`src/rtl/pet_stat_bank.sv`:
```
// pet_stat_bank: saturating pet-stat register bank with tick-driven decay,
// button/sensor effects and a registered pet state for the display driver.
module pet_stat_bank #(
   parameter int NUM_STATS    = 4,
   parameter int STAT_W       = 6,
   parameter int STAT_MAX     = 63,
   parameter int STAT_INIT    = 40,
   parameter int INC_STEP     = 4,
   parameter int TICK_DIV     = 50_000_000,
   parameter int TEST_SPEEDUP = 10,
   parameter int DECAY_PERIOD = 10,
   parameter int LOW_TH       = 10,
   parameter int HIGH_TH      = 48,
   parameter int SEL_W        = $clog2(NUM_STATS)
) (
   input  logic                          clk,
   input  logic                          rst,
   input  logic                          test,
   input  logic                          btn_next,
   input  logic                          btn_back,
   input  logic                          btn_comer_inc,
   input  logic                          btn_curar_dec,
   input  logic                          sns_prox,
   input  logic                          sns_temp,
   input  logic                          sns_luz,
   output logic [SEL_W-1:0]              stat_sel,
   output logic [STAT_W-1:0]             stat_value,
   output logic [NUM_STATS*STAT_W-1:0]   stats_flat,
   output logic [3:0]                    state,
   output logic                          decay_evt
);
   localparam int PW = $clog2(TICK_DIV + 1);
   localparam int DW = $clog2(DECAY_PERIOD + 1);
   localparam int AW = STAT_W + 2;
   localparam int LIM_N = TICK_DIV;
   localparam int LIM_T = TICK_DIV / TEST_SPEEDUP;

   typedef enum logic [3:0] {
      ST_HAPPY  = 4'd0,
      ST_NORMAL = 4'd1,
      ST_SAD    = 4'd2,
      ST_SLEEP  = 4'd3,
      ST_DEAD   = 4'd4
   } state_t;

   logic [6:0]          in_raw, s1_q, s1_d, s2_q, s2_d;
   logic [4:0]          s3_q, s3_d, edg;
   logic                nxt_e, bck_e, inc_e, dec_e, prx_e, temp_s, luz_s, val_e;
   logic                test_q, test_d, tick, decay, decay_evt_q, decay_evt_d;
   logic [PW-1:0]       pcnt_q, pcnt_d;
   logic [DW-1:0]       dcnt_q, dcnt_d;
   logic [SEL_W-1:0]    sel_q, sel_d;
   logic [STAT_W-1:0]   stat_q [NUM_STATS];
   logic [STAT_W-1:0]   stat_d [NUM_STATS];
   logic                any_zero, any_low, all_high, frozen;
   state_t              state_q, state_d;

   assign in_raw = {sns_luz, sns_temp, sns_prox, btn_curar_dec, btn_comer_inc, btn_back, btn_next};

   always_comb begin
      s1_d        = in_raw;
      s2_d        = s1_q;
      s3_d        = s2_q[4:0];
      edg         = s2_q[4:0] & ~s3_q;
      nxt_e       = edg[0];
      bck_e       = edg[1];
      inc_e       = edg[2];
      dec_e       = edg[3];
      prx_e       = edg[4];
      temp_s      = s2_q[5];
      luz_s       = s2_q[6];
      val_e       = inc_e ^ dec_e;
      test_d      = test;
      // a mode switch restarts the prescaler instead of ticking
      tick        = (test == test_q) && (pcnt_q == (test_q ? PW'(LIM_T - 1) : PW'(LIM_N - 1)));
      pcnt_d      = (test != test_q || tick) ? '0 : pcnt_q + 1'b1;
      decay       = tick && (dcnt_q == DW'(DECAY_PERIOD - 1));
      dcnt_d      = !tick ? dcnt_q : decay ? '0 : dcnt_q + 1'b1;
      decay_evt_d = decay;
      sel_d       = (nxt_e && !bck_e) ? ((sel_q == SEL_W'(NUM_STATS - 1)) ? '0 : sel_q + 1'b1) :
                    (bck_e && !nxt_e) ? ((sel_q == '0) ? SEL_W'(NUM_STATS - 1) : sel_q - 1'b1) :
                    sel_q;
      any_zero    = 1'b0;
      any_low     = 1'b0;
      all_high    = 1'b1;
      for (int i = 0; i < NUM_STATS; i++) begin
         any_zero = any_zero | (stat_q[i] == '0);
         any_low  = any_low  | (stat_q[i] < STAT_W'(LOW_TH));
         all_high = all_high & (stat_q[i] >= STAT_W'(HIGH_TH));
      end
      frozen      = (state_q == ST_DEAD) || any_zero;
      state_d     = frozen   ? ST_DEAD  :
                    !luz_s   ? ST_SLEEP :
                    any_low  ? ST_SAD   :
                    all_high ? ST_HAPPY : ST_NORMAL;
   end

   // the selected channel takes the button result in place of decay; sums are
   // two's complement so the MSB flags an underflow before clamping
   for (genvar g = 0; g < NUM_STATS; g++) begin : g_ch
      logic           hit;
      logic [AW-1:0]  dec_amt, dlt, sum;
      assign hit     = val_e && (sel_q == SEL_W'(g));
      assign dec_amt = (g == 0 && !luz_s) ? AW'(1) : (g == 3 && temp_s) ? AW'(-2) : AW'(-1);
      assign dlt     = hit ? (inc_e ? AW'(INC_STEP) : -AW'(INC_STEP)) : decay ? dec_amt : '0;
      assign sum     = AW'(stat_q[g]) + dlt + ((g == 1 && prx_e) ? AW'(1) : '0);
      assign stat_d[g] = frozen ? stat_q[g] :
                         sum[AW-1] ? '0 :
                         (sum > AW'(STAT_MAX)) ? STAT_W'(STAT_MAX) : sum[STAT_W-1:0];
      assign stats_flat[g*STAT_W +: STAT_W] = stat_q[g];
   end

   always_ff @(posedge clk or posedge rst) begin
      if (rst) begin
         s1_q        <= '0;
         s2_q        <= '0;
         s3_q        <= '0;
         test_q      <= 1'b0;
         pcnt_q      <= '0;
         dcnt_q      <= '0;
         decay_evt_q <= 1'b0;
         sel_q       <= '0;
         state_q     <= ST_NORMAL;
         for (int i = 0; i < NUM_STATS; i++) stat_q[i] <= STAT_W'(STAT_INIT);
      end else begin
         s1_q        <= s1_d;
         s2_q        <= s2_d;
         s3_q        <= s3_d;
         test_q      <= test_d;
         pcnt_q      <= pcnt_d;
         dcnt_q      <= dcnt_d;
         decay_evt_q <= decay_evt_d;
         sel_q       <= sel_d;
         state_q     <= state_d;
         stat_q      <= stat_d;
      end
   end

   assign stat_sel   = sel_q;
   assign stat_value = stat_q[sel_q];
   assign state      = state_q;
   assign decay_evt  = decay_evt_q;
endmodule
```
`config.mk`:
```
export PLATFORM = sky130hd
export DESIGN_NAME = pet_stat_bank
export DESIGN_NICKNAME = d
export VERILOG_FILES = /design/src/rtl/pet_stat_bank.sv
export SDC_FILE = /design/constraint.sdc
export NUM_CORES = 1
export LEC_CHECK = 0
export CAP_MARGIN = 20
export CORE_MARGIN = 5
export CORE_UTILIZATION = 39
export CTS_CLUSTER_DIAMETER = 40
export DETAILED_ROUTE_END_ITERATION = 16
export GPL_ROUTABILITY_DRIVEN = 1
export PLACE_DENSITY_LB_ADDON = 0.3
export SYNTH_ARGS = -nofsm -noshare
export SYNTH_HDL_FRONTEND = slang
export SYNTH_SLANG_ARGS = --single-unit
```
`constraint.sdc`:
```
create_clock -name clk -period 5.3 [get_ports clk]
set_input_delay 1.06 -clock clk [delete_from_list [all_inputs] [get_ports clk]]
set_output_delay 1.06 -clock clk [all_outputs]
set_load 0.05 [all_outputs]
```
# Word-level counts from Yosys, hierarchy flattened
# Cells that the tools add are included.
# W data, S select, Z words.
[op_classes] n_addsub=9 magnitude_cmp=13 n_eq_ne=8 muxes=33 n_bitwise=13 reduce_logical=18
[ops] cell="$mux W8" n=9
[ops] cell="$mux W6" n=10
[ops] cell="$mux W26" n=2
[ops] cell="$add A6 B8 Y8" n=4
[ops] cell="$gt A8 B6 Y1 const B" n=4
[ops] cell="$add A26 B1 Y26 const B" n=1
[ops] cell="$eq A26 B26 Y1" n=1
[ops] cell="$ge A6 B6 Y1 const B" n=4
[ops] cell="$logic_not A6 Y1" n=4
[ops] cell="$lt A6 B4 Y1 const B" n=4
[ops] cell="$bmux W6 S2" n=1
[ops] cell="$mux W2" n=6
[ops] cell="$add A8 B1 Y8" n=1
[ops] cell="$logic_and A1 B1 Y1" n=8
[ops] cell="$or A1 B1 Y1" n=6
[ops] cell="$and A5 B5 Y5" n=1
[ops] cell="$not A5 Y5" n=1
[ops] cell="$add A4 B1 Y4 const B" n=1
[ops] cell="$eq A2 B2 Y1 const B" n=2
[ops] cell="$eq A4 B4 Y1 const B" n=1
[ops] cell="$mux W4" n=1
[ops] cell="$and A1 B1 Y1" n=3
[ops] cell="$eq A3 B3 Y1 const B" n=1
[ops] cell="$ge A3 B3 Y1 const B" n=1
[ops] cell="other kinds (13)" n=17
[totals] register_bits=80 output_inout_bits=37 word_cells=107

# Logic depth before layout (Yosys ltp)
[depth] depth_word=11 depth_mapped=17 ltp_nobuf=16

# Worst setup path before layout
# Ideal clock, no wire load.
[synth_timing] path_kind="in2reg" from="input port test" to="register stat_q (netlist bit stats_flat[10])" arrival_time_ns=3.891 required_time_ns=5.153 setup_slack_ns=1.262 cell_stages=14 path_buffers=0 cell_sequence="xnor2_2 nand2_1 nor3_4 and2_2 nand2_1 fa_1 fa_1 nand2b_1 nand2b_1 a21oi_1 o41a_1 mux2i_1 a32o_1 a22oi_1"
[synth_between] elab_chain_len=10
[synth_lines] item="start: declaration" line="18" rtl="input logic test,"
[synth_lines] item="$eq A1 B1 Y1 *" line="75" rtl="tick = (test == test_q) && (pcnt_q == (test_q ? PW'(LIM_T - 1) : PW'(LIM_N - 1)));"
[synth_lines] item="$logic_and A1 B1 Y1 *" line="75"
[synth_lines] item="$logic_and A1 B1 Y1 *" line="77" rtl="decay = tick && (dcnt_q == DW'(DECAY_PERIOD - 1));"
[synth_lines] item="$mux W8 * (2 in a row)" line="105" rtl="assign dlt = hit ? (inc_e ? AW'(INC_STEP) : -AW'(INC_STEP)) : decay ? dec_amt : '0;"
[synth_lines] item="$add A6 B8 Y8 *" line="106" rtl="assign sum = AW'(stat_q[g]) + dlt + ((g == 1 && prx_e) ? AW'(1) : '0);"
[synth_lines] item="$add A8 B1 Y8 *" line="106"
[synth_lines] item="$gt A8 B6 Y1" line="109" rtl="(sum > AW'(STAT_MAX)) ? STAT_W'(STAT_MAX) : sum[STAT_W-1:0];"
[synth_lines] item="$mux W6" line="109"
[synth_lines] item="$mux W6 *" line="108" rtl="sum[AW-1] ? '0 :"
[synth_lines] item="end signal: assignment" line="135" rtl="stat_q <= stat_d;"
[synth_lines] item="end: declaration" line="53" rtl="logic [STAT_W-1:0] stat_q [NUM_STATS];"
# Every way passes the cells marked *; elsewhere a longest branch is shown, timed or not.
# A chain may end at the register's enable or synchronous reset.

# Worst setup path after layout
[layout_timing] from="input port test" to="register stat_q (netlist bit stats_flat[6])"
# The elaborated chain is that of the path after synthesis.

==> metrics.md <==
| Metric | Value |
|---|---|
| Antenna fix cells | 0 |
| Core area | about 14,000 µm² |
| Vias per cell | 5.57 |
| Detailed-route via count | about 4,500 |
| CTS H-tree depth | 3 |
| Wirelength per Cell | approximately 16 µm |
| NetSw | 0.804 mW |
| Gpl congestion | approximately 0.91 |
| Switching Share | 0.367 |
| Critical path type | in2reg |
| Peak supply drop | 0.000167 V |
| Post-synth EDFFs | 0 |
| CP Max Fanout | 6 |
| Rows | 43 |
| Die area | about 16,000 µm² |
| Fillers | between 1,000 and 1,500 |
| Worst Setup Start Kind | input pin |
| Clk sinks | 80 |
| Final setup margin | 0.709 ns |
| Vias in the first global route | about 4,400 |
| Family with the most delay on the worst path | simple AND/OR/NAND/NOR gates |
| Worst hold start | s1_q[1]$_DFF_PP0_ |
| CTS root buf | clkbuf_16 |
| Yosys top cell by area | dfrtp_1 |
| Drt total wl | about 13,000 µm |
| Relative slew slack | 0.446 |
| Reg2reg start | pcnt_q[0]$_DFF_PP0_ |
| Final net count | just under 700 |
| CP max stage cell | clkdlybuf4s50_1 |
| Worst hold slack | ~0.35 ns |
| Reg-to-reg critical path endpoint | stats_flat[6]$_DFFE_PP0P_ |
| Synth unique cells | 69 |
| Insertion delay to the later sink of the worst-skew pair | ~0.35 ns |
| RSZ-0062 raised after global routing | false |
| Worst min path class | reg2reg |
| Final TNS setup | 0 ns |
| Area contributors post-synth | dfrtp_1, ha_1, nand2_1, dfstp_2, nor2_1 |
| Largest net degree at the start of global routing | 50 |
| Layout cell share with drive strength beyond 1 | 0.0916 |
| Sequential share of the synthesized area | 0.372 |
| Syn_nets | ~640 |
| Worst r2r path cells | 15 |
| Multiplexer share of the synthesized area | 0.0447 |
| Mapped Cells | between 500 and 600 |
| Final setup viols | 0 |
| Compound-cell area share of the yosys netlist | 0.179 |
| Post-Syn Area | approximately 5400 µm² |
| Worst-margin pin slew | about 0.83 ns |
| CTS resizes | 0 |
| Clock power share | 0.320 |
| Adder-cell share of the synthesized area | 0.0995 |
| Final min period | approximately 4.6 ns |
| CP Data Arrival Time | 4.79 ns |
| Largest family of logic cells by synthesized area | simple AND/OR/NAND/NOR gates |
| Pre-antenna DRT Iters | 6 |
| Yosys reg bits | 80 |
| Hold Crit Depth | 0 |
| Fmax | between 200 and 250 MHz |
| Buffers on Ports | 45 |
| PD cells | about 340 nW/µm² |
| Yosys warns | 0 |
| Top-count cell post-synth | dfrtp_1 |
| Final Hold Vio Count | 0 |
| WHS Endpoint | s2_q[1]$_DFF_PP0_ |
| CP bufs+invs | 1 |
| Iteration-0 DRC Markers | between 300 and 400 |
| Mapped Avg Cell Area | just over 9 µm² |
| Chip width | between 100 and 150 µm |
| Congestion Overflow GR | 0 |
| Area Growth Syn to Fin | 17.7% |
| Required time of the critical path | 5.50 ns |
| Yosys top cell area share | 0.329 |
| Pint | 1.39 mW |
| Routed Antenna Nets | 0 |
| Clk pin slew, worst setup/hold paths | 0.06 ns |
| Pwr Total | 2.19 mW |
| Initial Util | 0.394 |
| Gr usage total | 0.162 |
| Fin. max-slew vios | 0 |
| Most common library cells after synthesis | dfrtp_1, nand2_1, nor2_1 |
| HPWL Detailed | 9560 µm |
| CTS Buffer Depth | 2 |
| Power share of the combinational group | 0.330 |
| CP endpoint kind | flop |
| CTS Hold Bufs | 0 |
| Sequential share of power | 0.350 |
| Clk_skew | just under 0.009 ns |
| Async SR Flop Fraction | 1.00 |
| Crit path cell chain | clkdlybuf4s50_1 > xnor2_2 > nand2_1 > nor3_4 > and2_2 > nand2_1 > fa_1 > fa_1 > nand2b_1 > nand2b_1 > a21oi_1 > o41a_1 > mux2i_1 > a32o_1 > a22oi_1 |
| Pre-CTS WS | 0.373 ns |
| Simple-Gate Fraction of Synth Area | 0.216 |
| IO Count | 47 |
| Drc violations | 0 |
| Pleak | about 2.7 nW |
| First-pass GRT wire length | between 20,000 and 25,000 µm |
| Top_reg_cell synth | dfrtp_1 |
| CP peak stage delay | 0.52 ns |
| Max Cap Viol | 0 |
| Initial antenna violation count | 0 |
| CTS Buf Count | 9 |
| Flop-to-flop setup slack | between 1 and 1.5 ns |
| Post-CTS setup buffer count | 0 |
| Status | completed |
| Die Ht | roughly 130 µm |
| CTS tree | yes |
| Final period util | 0.866 |
| Synth Area in XOR/XNOR | 0.0565 |
[final cells by class]
cell class | count | area [µm²] | share of cell area
clock buffers | 11 | 253 | 0.0397
clock inverters | 5 | 86.3 | 0.0136
inverters | 24 | 91.3 | 0.0144
multi-input cells | 465 | 3220 | 0.506
flip-flops and latches | 80 | 2010 | 0.316
well taps | 180 | 225 | 0.0354
repair buffers | 48 | 473 | 0.0743
[registers in the layout, summed over array words and instances (netlist names)]
signal	flops
s1_q	7
state	3
stat_sel	2
pcnt_q	26
s2_q	7
s3_q	5
dcnt_q	4
decay_evt	1
test_q	1
stats_flat	24
[routing by layer]
layer / vias up / track usage / routed length, µm
met3: 24 / 0.0558 / 874
met4: 0 / 0.0518 / 289
met1: 2191 / 0.204 / 5640
met5: - / 0 / 0
li1: 2189 / - / -
met2: 128 / 0.260 / 5830
[metrics by stage]
stage	utilization	area, µm²	instances
finish	0.464	6360	813
global route	0.464	6360	813
CTS	0.464	6360	813
detailed placement	0.439	6030	797
global placement	0.439	6030	797
floorplan	-	5410	585
[power by group through the flow]
stage / sequential (mW) / combinational [mW] / clock [mW]
6_report: 0.767 / 0.722 / 0.702
5_1_grt: 0.780 / 0.780 / 0.746
4_1_cts: 0.770 / 0.725 / 0.719
3_5_place_dp: 0.782 / 0.722 / 0
3_3_place_gp: 0.780 / 0.709 / 0
2_1_floorplan: 0.854 / 0.427 / 0
[kinds of logic after synthesis]
logic type / after synthesis
buffers and inverters: 40
DFF: 80
xor gates and xnor gates: 34
adders and majority gates: 40
and+or+nand+nor: 224
other: 1
muxes: 16
AOI/OAI and AO/OA: 150
[how the worst max path moves through the flow]
stage	end	startpoint	cells after the start	slack (ns)
global placement	stats_flat[8]$_DFFE_PP0P_	test	15	0.50
detailed placement	stats_flat[7]$_DFFE_PP0P_	test	15	0.37
CTS	stats_flat[7]$_DFFE_PP0P_	test	15	0.73
finish	stats_flat[6]$_DFFE_PP0P_	test	15	0.71
global route	stats_flat[8]$_DFFE_PP0P_	test	15	0.43
floorplan	stats_flat[10]$_DFFE_PP0P_	test	14	1.26
[placed cells by master (no fill, tap or decap), types with 4 or more instances in the layout]
cell / netlist / layout
mux4_2: 6 / 6
dfrtp_1: 71 / 71
o21a_1: 8 / 8
mux2i_1: 5 / 5
a21o_1: 8 / 8
a31oi_1: 5 / 5
ha_1: 35 / 35
nor2b_1: 14 / 14
a22oi_1: 17 / 17
nand2b_1: 8 / 8
o21ai_1: 4 / 4
clkdlybuf4s50_1: 0 / 45
clkbuf_16: 0 / 9
nand2_1: 67 / 67
xnor2_1: 14 / 14
nand4_1: 11 / 11
a21oi_1: 41 / 41
a211oi_1: 5 / 5
mux2_2: 5 / 5
nor2_1: 56 / 56
nor4_1: 5 / 5
nor3_1: 7 / 7
o21bai_1: 6 / 6
a32oi_1: 4 / 4
xor2_1: 19 / 19
fa_1: 5 / 5
dfstp_2: 9 / 9
inv_1: 24 / 23
and3_1: 10 / 10
o21ai_0: 31 / 31
nand3_1: 14 / 14
(Power assumes the default switching activity.)
